### src/rtl/pulse_trig_pkg.sv
// ============================================================================
// Module : pulse_trig_pkg
// Brief  : Shared FIFO word layout, FSM encodings and helpers for the Pulse
//          Trigger FIFO writer/reader pair. Optional PULSE_TRIG_TS_DELTA_EN
//          adds the W3 (timestamp delta) state.
// Rev    : 1.0  initial release
// ============================================================================
`default_nettype none

package pulse_trig_pkg;

  localparam int TRIG_NUM_W = 24;
  localparam int TS_W       = 44;
  localparam int FIFO_W     = 128;

  // FIFO word: {58'd0, trig_length[1:0], trig_num[23:0], trig_timestamp[43:0]}
  localparam int TS_LSB  = 0;
  localparam int TS_MSB  = 43;
  localparam int NUM_LSB = 44;
  localparam int NUM_MSB = 67;
  localparam int LEN_LSB = 68;
  localparam int LEN_MSB = 69;

  localparam logic [3:0] HDR_TAG_DEF = 4'hC;

  localparam int IDX_IDLE = 0;
  localparam int IDX_W0   = 1;
  localparam int IDX_W1   = 2;
  localparam int IDX_W2   = 3;
  localparam int IDX_W3   = 4;

`ifdef PULSE_TRIG_TS_DELTA_EN
  localparam int ST_W = 5;
`else
  localparam int ST_W = 4;
`endif

  localparam logic [ST_W-1:0] ST_IDLE = ST_W'(1 << IDX_IDLE);
  localparam logic [ST_W-1:0] ST_W0   = ST_W'(1 << IDX_W0);
  localparam logic [ST_W-1:0] ST_W1   = ST_W'(1 << IDX_W1);
  localparam logic [ST_W-1:0] ST_W2   = ST_W'(1 << IDX_W2);
`ifdef PULSE_TRIG_TS_DELTA_EN
  localparam logic [ST_W-1:0] ST_W3   = ST_W'(1 << IDX_W3);
`endif

  // Saturating cur - prev; a backwards step is treated as saturated too.
  function automatic logic [31:0] ts_delta(input logic [TS_W-1:0] cur,
                                           input logic [TS_W-1:0] prev);
    logic [TS_W-1:0] diff;
    diff = cur - prev;
    if (cur < prev) return '1;
    if (diff[TS_W-1:32] != '0) return '1;
    return diff[31:0];
  endfunction

endpackage

`default_nettype wire

### src/rtl/pulse_trig_seq_check.sv
// ============================================================================
// Module : pulse_trig_seq_check
// Brief  : Trigger-number continuity tracker with saturating error counter.
// Rev    : 1.0  initial release
// ============================================================================
`default_nettype none

module pulse_trig_seq_check
  import pulse_trig_pkg::*;
#(
  parameter int SEQ_CNT_W = 16
) (
  input  logic                  clk,
  input  logic                  reset,
  input  logic                  pop_i,
  input  logic [TRIG_NUM_W-1:0] trig_num_i,
  input  logic                  clear_i,
  output logic                  seq_err_o,
  output logic [SEQ_CNT_W-1:0]  err_count_o
);

  logic [TRIG_NUM_W-1:0] expected_q, expected_d;
  logic [SEQ_CNT_W-1:0]  count_q, count_d;
  logic                  w_mismatch;

  always_comb begin
    w_mismatch = pop_i && (trig_num_i != expected_q);
    // A clear wins over the resync, but the popped word still sees the old value.
    expected_d = expected_q;
    if (clear_i)
      expected_d = TRIG_NUM_W'(1);
    else if (pop_i)
      expected_d = trig_num_i + TRIG_NUM_W'(1);
    count_d = count_q;
    if (w_mismatch && (count_q != '1))
      count_d = count_q + SEQ_CNT_W'(1);
  end

  always_ff @(posedge clk or posedge reset) begin
    if (reset) begin
      expected_q <= TRIG_NUM_W'(1);
      count_q    <= '0;
    end else begin
      expected_q <= expected_d;
      count_q    <= count_d;
    end
  end

  assign seq_err_o   = w_mismatch;
  assign err_count_o = count_q;

endmodule

`default_nettype wire

### src/rtl/pulse_trigger_info_reader.sv
// ============================================================================
// Module : pulse_trigger_info_reader
// Brief  : Pops trigger-info words from the Pulse Trigger FIFO and serializes
//          them into 32-bit valid/ready frames. PULSE_TRIG_TS_DELTA_EN appends
//          a fourth word carrying the saturated timestamp delta.
// Rev    : 1.0  initial release
// ============================================================================
`default_nettype none

module pulse_trigger_info_reader
  import pulse_trig_pkg::*;
#(
  parameter logic [3:0] HDR_TAG   = HDR_TAG_DEF,
  parameter int         SEQ_CNT_W = 16
) (
  input  logic                 clk,
  input  logic                 reset,
  input  logic                 fifo_valid,
  input  logic [FIFO_W-1:0]    fifo_data,
  output logic                 fifo_ready,
  input  logic                 reset_trig_num,
  input  logic                 readout_done,
  output logic                 out_valid,
  input  logic                 out_ready,
  output logic [31:0]          out_data,
  output logic                 out_last,
  output logic [SEQ_CNT_W-1:0] seq_err_count,
  output logic [31:0]          frames_sent,
  output logic [ST_W-1:0]      state
);

  logic [ST_W-1:0]       state_q, state_d;
  logic                  out_valid_q, out_valid_d;
  logic                  out_last_q, out_last_d;
  logic [31:0]           out_data_q, out_data_d;
  logic [31:0]           frames_q, frames_d;
  logic [TS_W-1:0]       ts_q, ts_d;

  logic                  w_pop, w_accept, w_clear, w_seq_err;
  logic [1:0]            w_len;
  logic [TRIG_NUM_W-1:0] w_num;
  logic [TS_W-1:0]       w_ts;
  logic                  w_unused_hi;

  assign w_len       = fifo_data[LEN_MSB:LEN_LSB];
  assign w_num       = fifo_data[NUM_MSB:NUM_LSB];
  assign w_ts        = fifo_data[TS_MSB:TS_LSB];
  assign w_unused_hi = ^fifo_data[FIFO_W-1:LEN_MSB+1];
  assign w_pop       = fifo_valid & state_q[IDX_IDLE];
  assign w_accept    = out_valid_q & out_ready;
  assign w_clear     = reset_trig_num | readout_done;

  pulse_trig_seq_check #(
    .SEQ_CNT_W (SEQ_CNT_W)
  ) u_seq_check (
    .clk         (clk),
    .reset       (reset),
    .pop_i       (w_pop),
    .trig_num_i  (w_num),
    .clear_i     (w_clear),
    .seq_err_o   (w_seq_err),
    .err_count_o (seq_err_count)
  );

`ifdef PULSE_TRIG_TS_DELTA_EN
  logic [TS_W-1:0] prev_ts_q, prev_ts_d;
  logic            prev_vld_q, prev_vld_d;
  logic [31:0]     delta_q, delta_d;

  // The first frame after any renumbering reports a zero delta.
  always_comb begin
    prev_ts_d  = prev_ts_q;
    prev_vld_d = prev_vld_q;
    delta_d    = delta_q;
    if (w_pop) begin
      prev_ts_d  = w_ts;
      prev_vld_d = 1'b1;
      delta_d    = prev_vld_q ? ts_delta(w_ts, prev_ts_q) : 32'd0;
    end
    if (w_clear)
      prev_vld_d = 1'b0;
  end

  always_ff @(posedge clk or posedge reset) begin
    if (reset) begin
      prev_ts_q  <= '0;
      prev_vld_q <= 1'b0;
      delta_q    <= '0;
    end else begin
      prev_ts_q  <= prev_ts_d;
      prev_vld_q <= prev_vld_d;
      delta_q    <= delta_d;
    end
  end
`endif

  always_comb begin
    state_d     = state_q;
    out_valid_d = out_valid_q;
    out_last_d  = out_last_q;
    out_data_d  = out_data_q;
    frames_d    = frames_q;
    ts_d        = ts_q;
    case (state_q)
      ST_IDLE: if (w_pop) begin
        state_d     = ST_W0;
        out_valid_d = 1'b1;
        out_last_d  = 1'b0;
        out_data_d  = {HDR_TAG, w_seq_err, 1'b0, w_len, w_num};
        ts_d        = w_ts;
      end
      ST_W0: if (w_accept) begin
        state_d    = ST_W1;
        out_data_d = {20'd0, ts_q[TS_W-1:32]};
      end
      ST_W1: if (w_accept) begin
        state_d    = ST_W2;
        out_data_d = ts_q[31:0];
`ifdef PULSE_TRIG_TS_DELTA_EN
        out_last_d = 1'b0;
`else
        out_last_d = 1'b1;
`endif
      end
      ST_W2: if (w_accept) begin
`ifdef PULSE_TRIG_TS_DELTA_EN
        state_d    = ST_W3;
        out_data_d = delta_q;
        out_last_d = 1'b1;
`else
        state_d     = ST_IDLE;
        out_valid_d = 1'b0;
        out_last_d  = 1'b0;
        frames_d    = frames_q + 32'd1;
`endif
      end
`ifdef PULSE_TRIG_TS_DELTA_EN
      ST_W3: if (w_accept) begin
        state_d     = ST_IDLE;
        out_valid_d = 1'b0;
        out_last_d  = 1'b0;
        frames_d    = frames_q + 32'd1;
      end
`endif
      default: begin
        state_d     = ST_IDLE;
        out_valid_d = 1'b0;
        out_last_d  = 1'b0;
      end
    endcase
  end

  always_ff @(posedge clk or posedge reset) begin
    if (reset) begin
      state_q     <= ST_IDLE;
      out_valid_q <= 1'b0;
      out_last_q  <= 1'b0;
      out_data_q  <= '0;
      frames_q    <= '0;
      ts_q        <= '0;
    end else begin
      state_q     <= state_d;
      out_valid_q <= out_valid_d;
      out_last_q  <= out_last_d;
      out_data_q  <= out_data_d;
      frames_q    <= frames_d;
      ts_q        <= ts_d;
    end
  end

  assign fifo_ready  = w_pop;
  assign out_valid   = out_valid_q;
  assign out_last    = out_last_q;
  assign out_data    = out_data_q;
  assign frames_sent = frames_q;
  assign state       = state_q;

endmodule

`default_nettype wire

### config.mk
export PLATFORM = sky130hd
export DESIGN_NAME = pulse_trigger_info_reader
export DESIGN_NICKNAME = d
export VERILOG_FILES = /design/src/rtl/pulse_trig_pkg.sv /design/src/rtl/pulse_trig_seq_check.sv /design/src/rtl/pulse_trigger_info_reader.sv
export SDC_FILE = /design/constraint.sdc
export NUM_CORES = 1
export LEC_CHECK = 0
export BUFFER_PORTS_ARGS = -buffer_cell sky130_fd_sc_hd__buf_2
export CAP_MARGIN = 25
export CELL_PAD_IN_SITES_DETAIL_PLACEMENT = 0
export CELL_PAD_IN_SITES_GLOBAL_PLACEMENT = 2
export CORE_MARGIN = 4
export CORE_UTILIZATION = 29
export CTS_CLUSTER_DIAMETER = 80
export DETAILED_ROUTE_END_ITERATION = 12
export GPL_ROUTABILITY_DRIVEN = 0
export PLACE_DENSITY = 0.78
export SLEW_MARGIN = 10
export SYNTH_ARGS = -nofsm -noshare
export SYNTH_HDL_FRONTEND = slang
export SYNTH_SLANG_ARGS = --single-unit
### constraint.sdc
create_clock -name clk -period 4.75 [get_ports clk]
set_clock_uncertainty 0.05 [all_clocks]
set_input_delay 0.475 -clock clk [delete_from_list [all_inputs] [get_ports clk]]
set_output_delay 0.475 -clock clk [all_outputs]
set_load 0.005 [all_outputs]
==> results by group <==
Synthesis
  • Most frequent cell after synthesis: dfrtp_1
  • Post-Synth Simple-Gate Area: ~17%
  • Mapped Avg Cell Area: 11.2 µm²
  • Syn_nets: 782
  • Mux cell area share after synthesis: 7.16%
  • Compound-Gate Fraction of Synth Area: around 8.6%
  • Yosys warning total: 0
  • Ys flop type: dfrtp_1
  • Largest family of logic cells by synthesized area: simple AND/OR/NAND/NOR gates
  • Adder-cell share of the synthesized area: less than 1%
  • Post-synthesis async set-or-reset flop share: 100%
  • Post-Syn Area: 0.00724 mm²
  • Sequential area share after synthesis: 53.3%
  • Flip-flop and latch count after synthesis: ~150
  • Top post-synthesis cells by count: 152 x dfrtp_1, 72 x nand2_1, 61 x nor2_1, 58 x xnor2_1, 46 x mux2_2
  • Synth area leaders: dfrtp_1 53%, mux2_2 7.2%, xnor2_1 7.0%, xor2_1 4.0%, nand2_1 3.7%
  • Distinct cells, synth: 45
  • Synth Area in XOR/XNOR: 11.0%
  • EDFF count, synth: 0
  • Mapped Cells: 645
  • Synth top area share: 52.6%
  • Post-synth top area cell: dfrtp_1

Status
  • Status: complete, no violations

Final layout
  • # nets final: about 940
  • Layout cells sized above 1: 34.8%
  • Area grow syn2layout: 24.7%
  • Fillcell total: roughly 2500
  • Antenna fix cells: 0

CTS
  • Max clock buf depth: 2
  • # clock sinks: 154
  • Reg clk slew, reported paths: roughly 0.07 ns
  • Hold_buf cts: 0
  • CTS H-tree lvls: 4
  • Clock root cell: clkbuf_16
  • Setup repair bufs after CTS: 0
  • Cts repair resizes: 0
  • Num CTS Buffers: 17
  • Latest clock arrival within the worst-skew pair: 0.42 ns
  • TritonCTS clock tree: built

Setup path
  • Crit-path cells: nor4b_4 -> nand2_2 -> buf_4 -> o31a_1 -> buf_4 -> a221oi_1 -> nor2_1
  • Critical R2R Launch: state[0]$_DFFE_PP1P_
  • CP dominant cell by count: buf_4
  • Reg2reg path depth: 7
  • R2r endpoint: out_data[27]$_DFFE_PP0P_
  • Critical Path RT: about 5 ns
  • Crit start category: flip-flop
  • Worst Setup EP: out_data[27]$_DFFE_PP0P_
  • CP max stage cell: dfstp_2
  • Critical path class: flip-flop to flip-flop
  • CP Capture Type: flip-flop
  • Max incr delay on CP: between 0.6 and 0.7 ns
  • CP startpoint: state[0]$_DFFE_PP1P_
  • R2R setup slack: 1.79 ns
  • Max FO, Critical Path: 30
  • Worst Path Arrival: 3.21 ns

Placed design
  • HPWL after DPL: between 10000 and 15000 µm
  • DP Worst Slack: 1.76 ns
  • Port bufs: 162

Routing
  • Met3 WL: 1110 µm
  • DRC errors left: 0
  • Detail Route Antenna Nets: 0
  • Drt pass-1 iters: 6
  • Metal2 WL: 9150 µm
  • Vias per cell: 4.74
  • Total number of vias: 5409
  • Top sig layer: met5
  • DRT iter0 DRCs: 277
  • Routed WL: about 20000 µm
  • M1 WL: 9360 µm
  • Per-cell routed wire length: 17.4 µm

GRT
  • Largest net degree at the start of global routing: 69
  • First-pass GRT wire length: 32200 µm
  • Initial antenna violation count: 1
  • Gr usage total: between 10% and 20%
  • Vias in the first global route: 5551
  • Grt total ovfl: 0

Flow run
  • Max_cap viols: 0

Power
  • VDD IR-drop max: 0.240 mV
  • Clock network fraction of total power: 31.1%
  • Combinational share of power: 26.2%
  • Switching pwr: 1.45 mW
  • Sw frac: between 30% and 40%
  • PwrDens: 502 mW/mm²
  • Seq pwr share: between 40% and 50%
  • Leak pwr: 4.06 nW
  • Cell Int Power: roughly 3.1 mW

STA
  • Final Hold Viols: 0
  • RSZ-0062 raised after global routing: no
  • Min Hold Slack: about 0.11 ns
  • Fmax: 338 MHz
  • Slack of the critical path: between 1.5 and 2 ns
  • Tightest Pin Transition: 1.02 ns
  • Final Cycle Share: 62.3%
  • Final setup violation count: 0
  • Worst slew margin: between 30% and 40%
  • Post-route minimum period: 2.96 ns
  • Fin. max-slew vios: 0
  • Total negative setup slack: 0 ns

Die
  • Core Rows: 57
  • I/O pin cnt: 221
  • Die Y: 166 µm
  • Core Area: between 0.02 and 0.025 mm²
  • Die area: 0.0275 mm²
  • Die width: 166 µm
  • Initial Util: between 20% and 30%

Hold path
  • Hold Path Class: primary input to asynchronous set/reset pin
metrics by stage:
stage / cells / instance area [µm²] / power [mW] / util [%]
floorplan: 645 / 7240 / 2.70 / -
global placement: 1110 / 8420 / 3.15 / 34.4
detailed placement: 1110 / 8420 / 3.18 / 34.4
CTS: 1142 / 9020 / 4.61 / 36.9
global route: 1142 / 9020 / 4.83 / 36.9
finish: 1142 / 9020 / 4.53 / 36.9
power by group through the flow:
stage	Clock (mW)	Sequential (mW)	Combinational, mW
floorplan	0	1.91	0.783
global placement	0	1.95	1.20
detailed placement	0	1.96	1.21
CTS	1.46	1.94	1.21
global route	1.51	1.99	1.33
finish	1.41	1.94	1.19
flip-flops by register name, summed over array words and instances, names as in the netlist:
name / count
ts_q: 44
u_seq_check.err_count_o: 16
out_last: 1
u_seq_check.expected_q: 24
out_data: 32
frames_sent: 32
out_valid: 1
state: 4
placed cells by master, fill, tap and decap left out, types with 4 or more instances in the layout:
cell type / synthesis / layout
nor4b_4: 3 / 4
and3_1: 10 / 10
inv_1: 7 / 6
dfrtp_1: 152 / 152
clkbuf_16: 0 / 17
xnor2_1: 58 / 58
buf_2: 13 / 162
nand2_1: 72 / 71
and4_1: 8 / 8
nand4_1: 26 / 26
nor4_1: 4 / 4
and2_1: 5 / 5
buf_4: 1 / 9
a221oi_2: 13 / 13
a31oi_1: 16 / 16
xor2_1: 33 / 33
mux2_2: 46 / 46
nor2_1: 61 / 61
a22oi_1: 13 / 13
o21ai_0: 25 / 25
nor3_1: 5 / 4
inv_6: 0 / 4
nand3_1: 27 / 27
critical path: cells and delay by family (launching register included):
kind	cells	cell delay [ns]
simple gates	3	0.90
flops	1	0.69
compound gates	2	0.47
buf+inv	2	0.68
routing by layer:
metal,GRT usage [%],up-vias
li1,-,2599
met1,20.0,2679
met2,22.7,113
met3,4.48,16
met4,3.34,2
met5,0,-
cell families (layout without fill, tap and decap cells):
group	Yosys count	after routing
AO/OA/AOI/OAI	77	77
buffers and inverters	37	210
multiplexers	46	46
XOR/XNOR	91	91
AND/OR/NAND/NOR	237	237
adder cells (fa/ha/maj)	3	3
flip-flops	154	154
how the worst min path moves through the flow:
stage                                start                     endpoint  slack [ns]
4_1_cts                              reset  frames_sent[29]$_DFFE_PP0P_        0.13
6_report                             reset  frames_sent[29]$_DFFE_PP0P_        0.11
3_5_place_dp   frames_sent[31]$_DFFE_PP0P_  frames_sent[31]$_DFFE_PP0P_        0.42
2_1_floorplan         ts_q[26]$_DFFE_PP0P_     out_data[26]$_DFFE_PP0P_        0.41
5_1_grt                              reset  frames_sent[29]$_DFFE_PP0P_        0.15
3_3_place_gp      out_data[29]$_DFFE_PP0P_     out_data[29]$_DFFE_PP0P_        0.40
area by class of cell:
cell class / count / area [µm²] / area share [%]
Sequential cell: 154 / 3860 / 42.7
Inverter: 7 / 31.3 / 0.347
Timing Repair Buffer: 171 / 878 / 9.73
Multi-Input combinational cell: 454 / 3250 / 36.0
Clock inverter: 11 / 135 / 1.50
Tap cell: 324 / 405 / 4.49
Clock buffer: 21 / 470 / 5.21
No activity file was read; power rests on OpenSTA's default activity.
